==> src/rtl/mac_pkg.sv <==
// rtl/mac_pkg.sv - shared constants, int8 lane types and the requantization helper for mac_accumulator
package mac_pkg;

   localparam int ACC_W   = 32;
   localparam int MAC_LAT = 3;

   typedef logic signed [7:0]       q8_t;
   typedef q8_t [3:0]               q8x4_t;
   typedef logic signed [ACC_W-1:0] acc_t;
   typedef logic signed [ACC_W:0]   acc1_t;

   localparam acc1_t Q_MAX = acc1_t'(127);
   localparam acc1_t Q_MIN = acc1_t'(-128);

   // Rounding arithmetic right shift at ACC_W+1 bits so the rounding add
   // cannot wrap, then saturation into int8 (optionally ReLU-clamped first).
   function automatic q8_t requant(input acc_t sum, input logic [4:0] shift);
      acc1_t ext;
      acc1_t r;
      q8_t   q;
      ext = {sum[ACC_W-1], sum};
      if (shift == 5'd0) begin
         r = ext;
      end else begin
         r = (ext + (acc1_t'(1) << (shift - 5'd1))) >>> shift;
      end
`ifdef MAC_ACC_RELU_EN
      if (r[ACC_W]) begin
         r = '0;
      end
`endif
      if (r > Q_MAX) begin
         q = 8'sh7f;
      end else if (r < Q_MIN) begin
         q = 8'sh80;
      end else begin
         q = r[7:0];
      end
      return q;
   endfunction

endpackage

==> src/rtl/mac_accumulator_if.sv <==
// rtl/mac_accumulator_if.sv - MAC result input, configuration and packed-word output bundle
interface mac_accumulator_if;
   import mac_pkg::*;

   logic        clear_i;
   logic        issue_i;
   acc_t        in_data_i;
   logic [7:0]  cfg_terms_i;
   logic [4:0]  cfg_shift_i;
   logic        out_valid_o;
   logic        out_ready_i;
   q8x4_t       out_data_o;
   logic        overflow_o;
   logic        busy_o;

   modport slave (
      input  clear_i, issue_i, in_data_i, cfg_terms_i, cfg_shift_i, out_ready_i,
      output out_valid_o, out_data_o, overflow_o, busy_o
   );

   modport master (
      output clear_i, issue_i, in_data_i, cfg_terms_i, cfg_shift_i, out_ready_i,
      input  out_valid_o, out_data_o, overflow_o, busy_o
   );

endinterface

==> src/rtl/mac_acc_fifo.sv <==
// rtl/mac_acc_fifo.sv - 2-entry valid/ready FIFO of packed int8x4 words, head register drives the output
module mac_acc_fifo
   import mac_pkg::*;
(
   input  logic  clk_i,
   input  logic  rst_i,
   input  logic  clear_i,
   input  logic  push_i,
   input  q8x4_t data_i,
   output logic  valid_o,
   input  logic  ready_i,
   output q8x4_t data_o,
   output logic  full_o
);

   q8x4_t      head_q, head_d;
   q8x4_t      tail_q, tail_d;
   logic [1:0] cnt_q, cnt_d;
   logic       pop;

   assign pop     = (cnt_q != 2'd0) && ready_i;
   assign valid_o = (cnt_q != 2'd0);
   assign full_o  = (cnt_q == 2'd2);
   assign data_o  = head_q;

   // Next-state: a push into a full FIFO without a pop is discarded here.
   always_comb begin
      head_d = head_q;
      tail_d = tail_q;
      cnt_d  = cnt_q;
      if (clear_i) begin
         head_d = '0;
         tail_d = '0;
         cnt_d  = 2'd0;
      end else begin
         case (cnt_q)
            2'd0: begin
               if (push_i) begin
                  head_d = data_i;
                  cnt_d  = 2'd1;
               end
            end
            2'd1: begin
               if (push_i && pop) begin
                  head_d = data_i;
               end else if (push_i) begin
                  tail_d = data_i;
                  cnt_d  = 2'd2;
               end else if (pop) begin
                  cnt_d  = 2'd0;
               end
            end
            2'd2: begin
               if (pop) begin
                  head_d = tail_q;
                  if (push_i) begin
                     tail_d = data_i;
                  end else begin
                     cnt_d = 2'd1;
                  end
               end
            end
            default: begin
               cnt_d = 2'd0;
            end
         endcase
      end
   end

   // Storage registers with asynchronous active-low reset.
   always_ff @(posedge clk_i or negedge rst_i) begin
      if (!rst_i) begin
         head_q <= '0;
         tail_q <= '0;
         cnt_q  <= 2'd0;
      end else begin
         head_q <= head_d;
         tail_q <= tail_d;
         cnt_q  <= cnt_d;
      end
   end

endmodule

==> src/rtl/mac_accumulator.sv <==
// rtl/mac_accumulator.sv - MAC partial-sum accumulator, int8 requantizer and 4-lane packer; MAC_ACC_RELU_EN enables ReLU clamp
module mac_accumulator
   import mac_pkg::*;
(
   input  logic          clk_i,
   input  logic          rst_i,
   mac_accumulator_if.slave bus
);

   logic [MAC_LAT-1:0] vld_q, vld_d;
   acc_t               acc_q, acc_d;
   logic [7:0]         term_cnt_q, term_cnt_d;
   logic [1:0]         lane_cnt_q, lane_cnt_d;
   logic [7:0]         terms_q, terms_d;
   logic [4:0]         shift_q, shift_d;
   q8x4_t              lanes_q, lanes_d;
   logic               ovf_q, ovf_d;

   logic               term_v;
   logic               first;
   logic [7:0]         terms_raw;
   logic [7:0]         terms_eff;
   logic [4:0]         shift_eff;
   acc_t               sum;
   logic               last;
   q8_t                lane_val;
   logic               push;
   q8x4_t              push_word;
   logic               fifo_full;
   logic               pop;

   assign term_v = vld_q[MAC_LAT-1];
   assign pop    = bus.out_valid_o && bus.out_ready_i;

   // Datapath: the first term of a word uses the live configuration, which
   // is latched at the same edge and held for the rest of the word.
   always_comb begin
      first     = (term_cnt_q == 8'd0) && (lane_cnt_q == 2'd0);
      terms_raw = first ? bus.cfg_terms_i : terms_q;
      terms_eff = (terms_raw == 8'd0) ? 8'd1 : terms_raw;
      shift_eff = first ? bus.cfg_shift_i : shift_q;
      sum       = acc_q + bus.in_data_i;
      last      = ({1'b0, term_cnt_q} + 9'd1) >= {1'b0, terms_eff};
      lane_val  = requant(sum, shift_eff);
      push      = term_v && last && (lane_cnt_q == 2'd3) && !bus.clear_i;
      push_word    = lanes_q;
      push_word[3] = lane_val;
   end

   // Next-state for delay line, accumulator, counters, pack register and overflow.
   always_comb begin
      vld_d      = {vld_q[MAC_LAT-2:0], bus.issue_i};
      acc_d      = acc_q;
      term_cnt_d = term_cnt_q;
      lane_cnt_d = lane_cnt_q;
      terms_d    = terms_q;
      shift_d    = shift_q;
      lanes_d    = lanes_q;
      ovf_d      = ovf_q;
      if (bus.clear_i) begin
         vld_d      = '0;
         acc_d      = '0;
         term_cnt_d = 8'd0;
         lane_cnt_d = 2'd0;
         terms_d    = 8'd0;
         shift_d    = 5'd0;
         lanes_d    = '0;
         ovf_d      = 1'b0;
      end else begin
         if (term_v) begin
            if (first) begin
               terms_d = bus.cfg_terms_i;
               shift_d = bus.cfg_shift_i;
            end
            if (!last) begin
               acc_d      = sum;
               term_cnt_d = term_cnt_q + 8'd1;
            end else begin
               acc_d               = '0;
               term_cnt_d          = 8'd0;
               lanes_d[lane_cnt_q] = lane_val;
               lane_cnt_d          = lane_cnt_q + 2'd1;
            end
         end
         if (push && fifo_full && !pop) begin
            ovf_d = 1'b1;
         end
      end
   end

   // State registers with asynchronous active-low reset.
   always_ff @(posedge clk_i or negedge rst_i) begin
      if (!rst_i) begin
         vld_q      <= '0;
         acc_q      <= '0;
         term_cnt_q <= 8'd0;
         lane_cnt_q <= 2'd0;
         terms_q    <= 8'd0;
         shift_q    <= 5'd0;
         lanes_q    <= '0;
         ovf_q      <= 1'b0;
      end else begin
         vld_q      <= vld_d;
         acc_q      <= acc_d;
         term_cnt_q <= term_cnt_d;
         lane_cnt_q <= lane_cnt_d;
         terms_q    <= terms_d;
         shift_q    <= shift_d;
         lanes_q    <= lanes_d;
         ovf_q      <= ovf_d;
      end
   end

   assign bus.overflow_o = ovf_q;
   assign bus.busy_o     = (|vld_q) || (term_cnt_q != 8'd0) || (lane_cnt_q != 2'd0);

   mac_acc_fifo u_fifo (
      .clk_i   (clk_i),
      .rst_i   (rst_i),
      .clear_i (bus.clear_i),
      .push_i  (push),
      .data_i  (push_word),
      .valid_o (bus.out_valid_o),
      .ready_i (bus.out_ready_i),
      .data_o  (bus.out_data_o),
      .full_o  (fifo_full)
   );

endmodule

==> src/flat_wrapper.sv <==
// flat-port wrapper written by rule: the top's interface ports become plain ports
module mac_accumulator_flat import mac_pkg::*;
  (clk_i, rst_i, bus_clear_i, bus_issue_i, bus_in_data_i, bus_cfg_terms_i, bus_cfg_shift_i, bus_out_ready_i, bus_out_valid_o, bus_out_data_o, bus_overflow_o, bus_busy_o);
  mac_accumulator_if bus_i ();
  input  logic clk_i;
  input  logic rst_i;
  input wire logic [$bits(bus_i.clear_i)-1:0] bus_clear_i;
  input wire logic [$bits(bus_i.issue_i)-1:0] bus_issue_i;
  input wire logic [$bits(bus_i.in_data_i)-1:0] bus_in_data_i;
  input wire logic [$bits(bus_i.cfg_terms_i)-1:0] bus_cfg_terms_i;
  input wire logic [$bits(bus_i.cfg_shift_i)-1:0] bus_cfg_shift_i;
  input wire logic [$bits(bus_i.out_ready_i)-1:0] bus_out_ready_i;
  output wire logic [$bits(bus_i.out_valid_o)-1:0] bus_out_valid_o;
  output wire logic [$bits(bus_i.out_data_o)-1:0] bus_out_data_o;
  output wire logic [$bits(bus_i.overflow_o)-1:0] bus_overflow_o;
  output wire logic [$bits(bus_i.busy_o)-1:0] bus_busy_o;
  assign bus_i.clear_i = bus_clear_i;
  assign bus_i.issue_i = bus_issue_i;
  assign bus_i.in_data_i = bus_in_data_i;
  assign bus_i.cfg_terms_i = bus_cfg_terms_i;
  assign bus_i.cfg_shift_i = bus_cfg_shift_i;
  assign bus_i.out_ready_i = bus_out_ready_i;
  assign bus_out_valid_o = bus_i.out_valid_o;
  assign bus_out_data_o = bus_i.out_data_o;
  assign bus_overflow_o = bus_i.overflow_o;
  assign bus_busy_o = bus_i.busy_o;
  mac_accumulator u_core (.clk_i(clk_i), .rst_i(rst_i), .bus(bus_i));
endmodule
==> config.mk <==
export PLATFORM = sky130hd
export DESIGN_NAME = mac_accumulator_flat
export DESIGN_NICKNAME = d
export VERILOG_FILES = /design/src/rtl/mac_pkg.sv /design/src/rtl/mac_accumulator_if.sv /design/src/rtl/mac_acc_fifo.sv /design/src/rtl/mac_accumulator.sv /design/src/flat_wrapper.sv
export SDC_FILE = /design/constraint.sdc
export NUM_CORES = 1
export LEC_CHECK = 0
export ABC_CLOCK_PERIOD_IN_PS = 17100
export BUFFER_PORTS_ARGS = -buffer_cell sky130_fd_sc_hd__buf_2
export CAP_MARGIN = 20
export CORE_MARGIN = 1.5
export CORE_UTILIZATION = 60
export CTS_BUF_LIST = sky130_fd_sc_hd__clkbuf_8
export CTS_CLUSTER_SIZE = 10
export DETAILED_ROUTE_END_ITERATION = 16
export GPL_TIMING_DRIVEN = 0
export PLACE_DENSITY_LB_ADDON = 0.1
export SETUP_SLACK_MARGIN = 0.1
export SKIP_LAST_GASP = 1
export SYNTH_ARGS = -nofsm -noshare
export SYNTH_HDL_FRONTEND = slang
export SYNTH_SLANG_ARGS = --single-unit
==> constraint.sdc <==
create_clock -name clk_i -period 17.1 [get_ports clk_i]
set_clock_uncertainty 0.1 [all_clocks]
set_input_delay 2.565 -clock clk_i [delete_from_list [all_inputs] [get_ports clk_i]]
set_output_delay 2.565 -clock clk_i [all_outputs]
set_load 0.03 [all_outputs]
==> impl_results.md <==
* Longest Clk Path Bufs at 2
* Normalized max-slew margin at 35.6%
* First-pass GRT wire length at 81,500 um
* Avg WL per Cell at 24.5 um
* Critical R2R Launch: u_core.lane_cnt_q[0]
* Die W at 154 um
* CP Max Fanout at 10
* ANT nets after route at 0
* Post-synth net total at 1,876
* Finish-stage setup viols at 0
* Register bit count reported by yosys at 149
* Area Overhead vs Synth at 8.89%
* Slowest cell delay on critical path at just over 0.8 ns
* Clock Latency Late Sink at 0.48 ns
* Vias per inst at 7.11
* DRC viols at 0
* Port Buffers at 83
* Core area at 0.0225 mm2
* First drt pass iteration count at 6
* Max-slew violation count at 0
* GRT overflow at 0
* Syn Area/Cell at 7.87 um2
* CTS root buf: clkbuf_8
* Die Footprint at 0.0238 mm2
* CTS-repair resized insts at 0
* Setup WS post-layout at ~5.2 ns
* WP buf/inv at 6
* Minimum clock period at between 10 and 15 ns
* Inserted Clock Buffers at 17
* Hold Fails Final Rpt at 0
* Largest net degree at the start of global routing at 107
* GRT Overall Usage at 44.4%
* Kind of cell adding the most delay to the critical path: compound AO/OA/AOI/OAI gates
* Most frequent cells after synthesis: nor2_1, nand2_1, dfrtp_1
* PwrDens at 76.4 mW/mm2
* Post-synth EDFFs at 0
* Hold_buf cts at 0
* VDD IR max at 0.0000495 V
* Vias in the first global route at about 14,000
* Final critical-path share of the clock period at between 60% and 70%
* Synthesized instance count at 1,742
* Layout cell share with drive strength beyond 1 at under 10%
* Clk slew on worst S/H paths at 0.10 ns
* Count leader, synth: nor2_1
* Post-CTS Setup Inserts at 0
* Ys Warns at 0
* Vias at 15,254
* CP startpoint kind: primary input
* Final GP Congestion at 1.05
* Top post-synthesis cells by area: dfrtp_1, ha_1, nor2_1
* Hold WS at 0.386 ns
* Post-synth top area cell: dfrtp_1
* Boundary Pins at 85
* Synth unique cells at 81
* Hold crit path type: flop to flop
* Setup_tns at 0 ns
* Max Cap Viol at 0
* Post-synth ARST share at 100%
* CP Launch Point: bus_cfg_shift_i[2]
* Sequential element share of the synthesized area at 27.2%
* Nets@finish at 1,980
* Synth top area share at between 20% and 30%
* CP endpoint kind: flop
* Initial antenna violation count at 2
* Worst slew pin tran at about 0.96 ns
* Die height at 154 um
* # rows at 55
* Initial core utilization at 60.9%
* Fmax at 84.4 MHz
* CTS tree: built
* Total power at 1.14 mW
* Hold Path Origin: u_core.u_fifo.tail_q[18]
* RSZ-0062 raised after global routing: false
* Cell Chain, Critical Path: buf_2 -> mux2i_1 -> clkbuf_1 -> buf_2 -> clkbuf_1 -> buf_1 -> buf_1 -> nand2_1 -> nor2_1 -> ha_1 -> a211oi_1 -> o21a_1 -> o21ai_0 -> a31oi_1 -> a21oi_1 -> xor2_1 -> a211oi_1 -> nand2_1 -> a311oi_1 -> nand3_1 -> nor4b_1 -> a41oi_1 -> a31oi_1 -> o21ai_0
* First DRT Iteration DRCs at ~1,800
* Required @ worst endpoint at 17.32 ns
* WS Path Type: primary input to flop
* Pleak at 6.25 nW
* Worst path slowest cell: a31oi_1
* Dpl ws at 5.51 ns
* Finished Core Util at 66.3%
* Num Clock Sinks at 149
* Htree depth at 4
* Status: finished clean
* Main synth FF type: dfrtp_1
* CP arrival at 12.07 ns
* Post-Synthesis Cell Area at roughly 0.014 mm2
* Routed Wire Length at around 53,000 um
* Filler Cell Count at approximately 1,900
* DP HPWL at 40,600 um
worst min-delay path, delay by kind of cell, from the launching register on:
| family | cells | cell delay, ns |
|---|---|---|
| DFF | 1 | 0.35 |
| and+or+nand+nor | 1 | 0.04 |
| AOI/OAI and AO/OA | 1 | 0.06 |
cell families after synthesis:
kind of cell | Yosys count | share of synthesized area [%]
XOR/XNOR | 55 | 3.51
adder cells (fa/ha/maj) | 84 | 7.78
flip-flops | 149 | 27.2
multiplexers | 66 | 5.02
AO/OA/AOI/OAI | 638 | 31.9
buffers and inverters | 159 | 4.37
AND/OR/NAND/NOR | 591 | 20.3
metrics by stage:
step	std cells	area, um2
global placement	2110	14500
finish	2145	14900
global route	2145	14900
detailed placement	2112	14500
CTS	2144	14900
floorplan	1742	13700
metal layers:
layer	vias up	track usage, %	part of all wire [%]
met5	-	0	0.025
met4	2	26.0	6.6
met3	233	7.10	10
met2	1004	70.8	44
met1	7223	57.0	39
li1	6792	-	-
flip-flops by register name, summed over array words and instances, names as in the netlist:
signal / flops
u_core.vld_q: 3
u_core.u_fifo.data_o: 32
u_core.terms_q: 8
u_core.u_fifo.tail_q: 32
u_core.lanes_q: 24
u_core.shift_q: 5
u_core.lane_cnt_q: 2
u_core.term_cnt_q: 8
u_core.acc_q: 32
u_core.u_fifo.cnt_q: 2
u_core.bus.overflow_o: 1
path summary, 6_finish.rpt:
kind	endpoint	slack, ns	depth (start not counted)
min	u_core.u_fifo.tail_q[18]	0.39	2
max	u_core.u_fifo.tail_q[27]	5.25	24
max in group asynchronous	u_core.shift_q[0]	14.13	2
min in group asynchronous	u_core.term_cnt_q[3]	1.88	1
min reg2reg	u_core.u_fifo.tail_q[18]	0.39	2
max reg2reg	u_core.u_fifo.tail_q[27]	5.56	28
cells in the final DEF (no fill, tap or decap), types with 18 or more instances in the layout:
cell        n
o22ai_1    20
a21o_1     22
and2_1     19
a211oi_1   90
mux2i_1    55
nand2_1   152
nand4_1    26
nor2_1    199
xnor2_1    37
xor2_1     18
nand2b_1   30
nand3_1    34
buf_2      84
a22o_1     39
a31oi_1    28
o211ai_1   37
clkbuf_1  100
clkbuf_8   18
a21oi_1   128
o21ai_0   117
dfrtp_1   149
inv_1      42
o21a_1     23
nor3_1     46
ha_1       82
power by group:
group | switching (mW) | leakage, nW | internal (mW)
Sequential | 0.0116 | 2.06 | 0.372
Clock | 0.169 | 0.197 | 0.126
Combinational | 0.325 | 3.99 | 0.138
Total | 0.505 | 6.25 | 0.636
layout make-up:
cell class              instances  area [um2]  share of cell area, %
multi-input cells            1434        9380                   62.8
flip-flops and latches        149        3730                   25.0
repair buffers                 85         454                   3.04
plain buffers                 117         442                   2.96
well taps                     285         357                   2.39
clock buffers                  18         248                   1.66
clock inverters                14         158                   1.06
inverters                      42         158                   1.06
diodes                          1        2.50                 0.0168
Note: power is estimated with default switching activity, not from simulation.
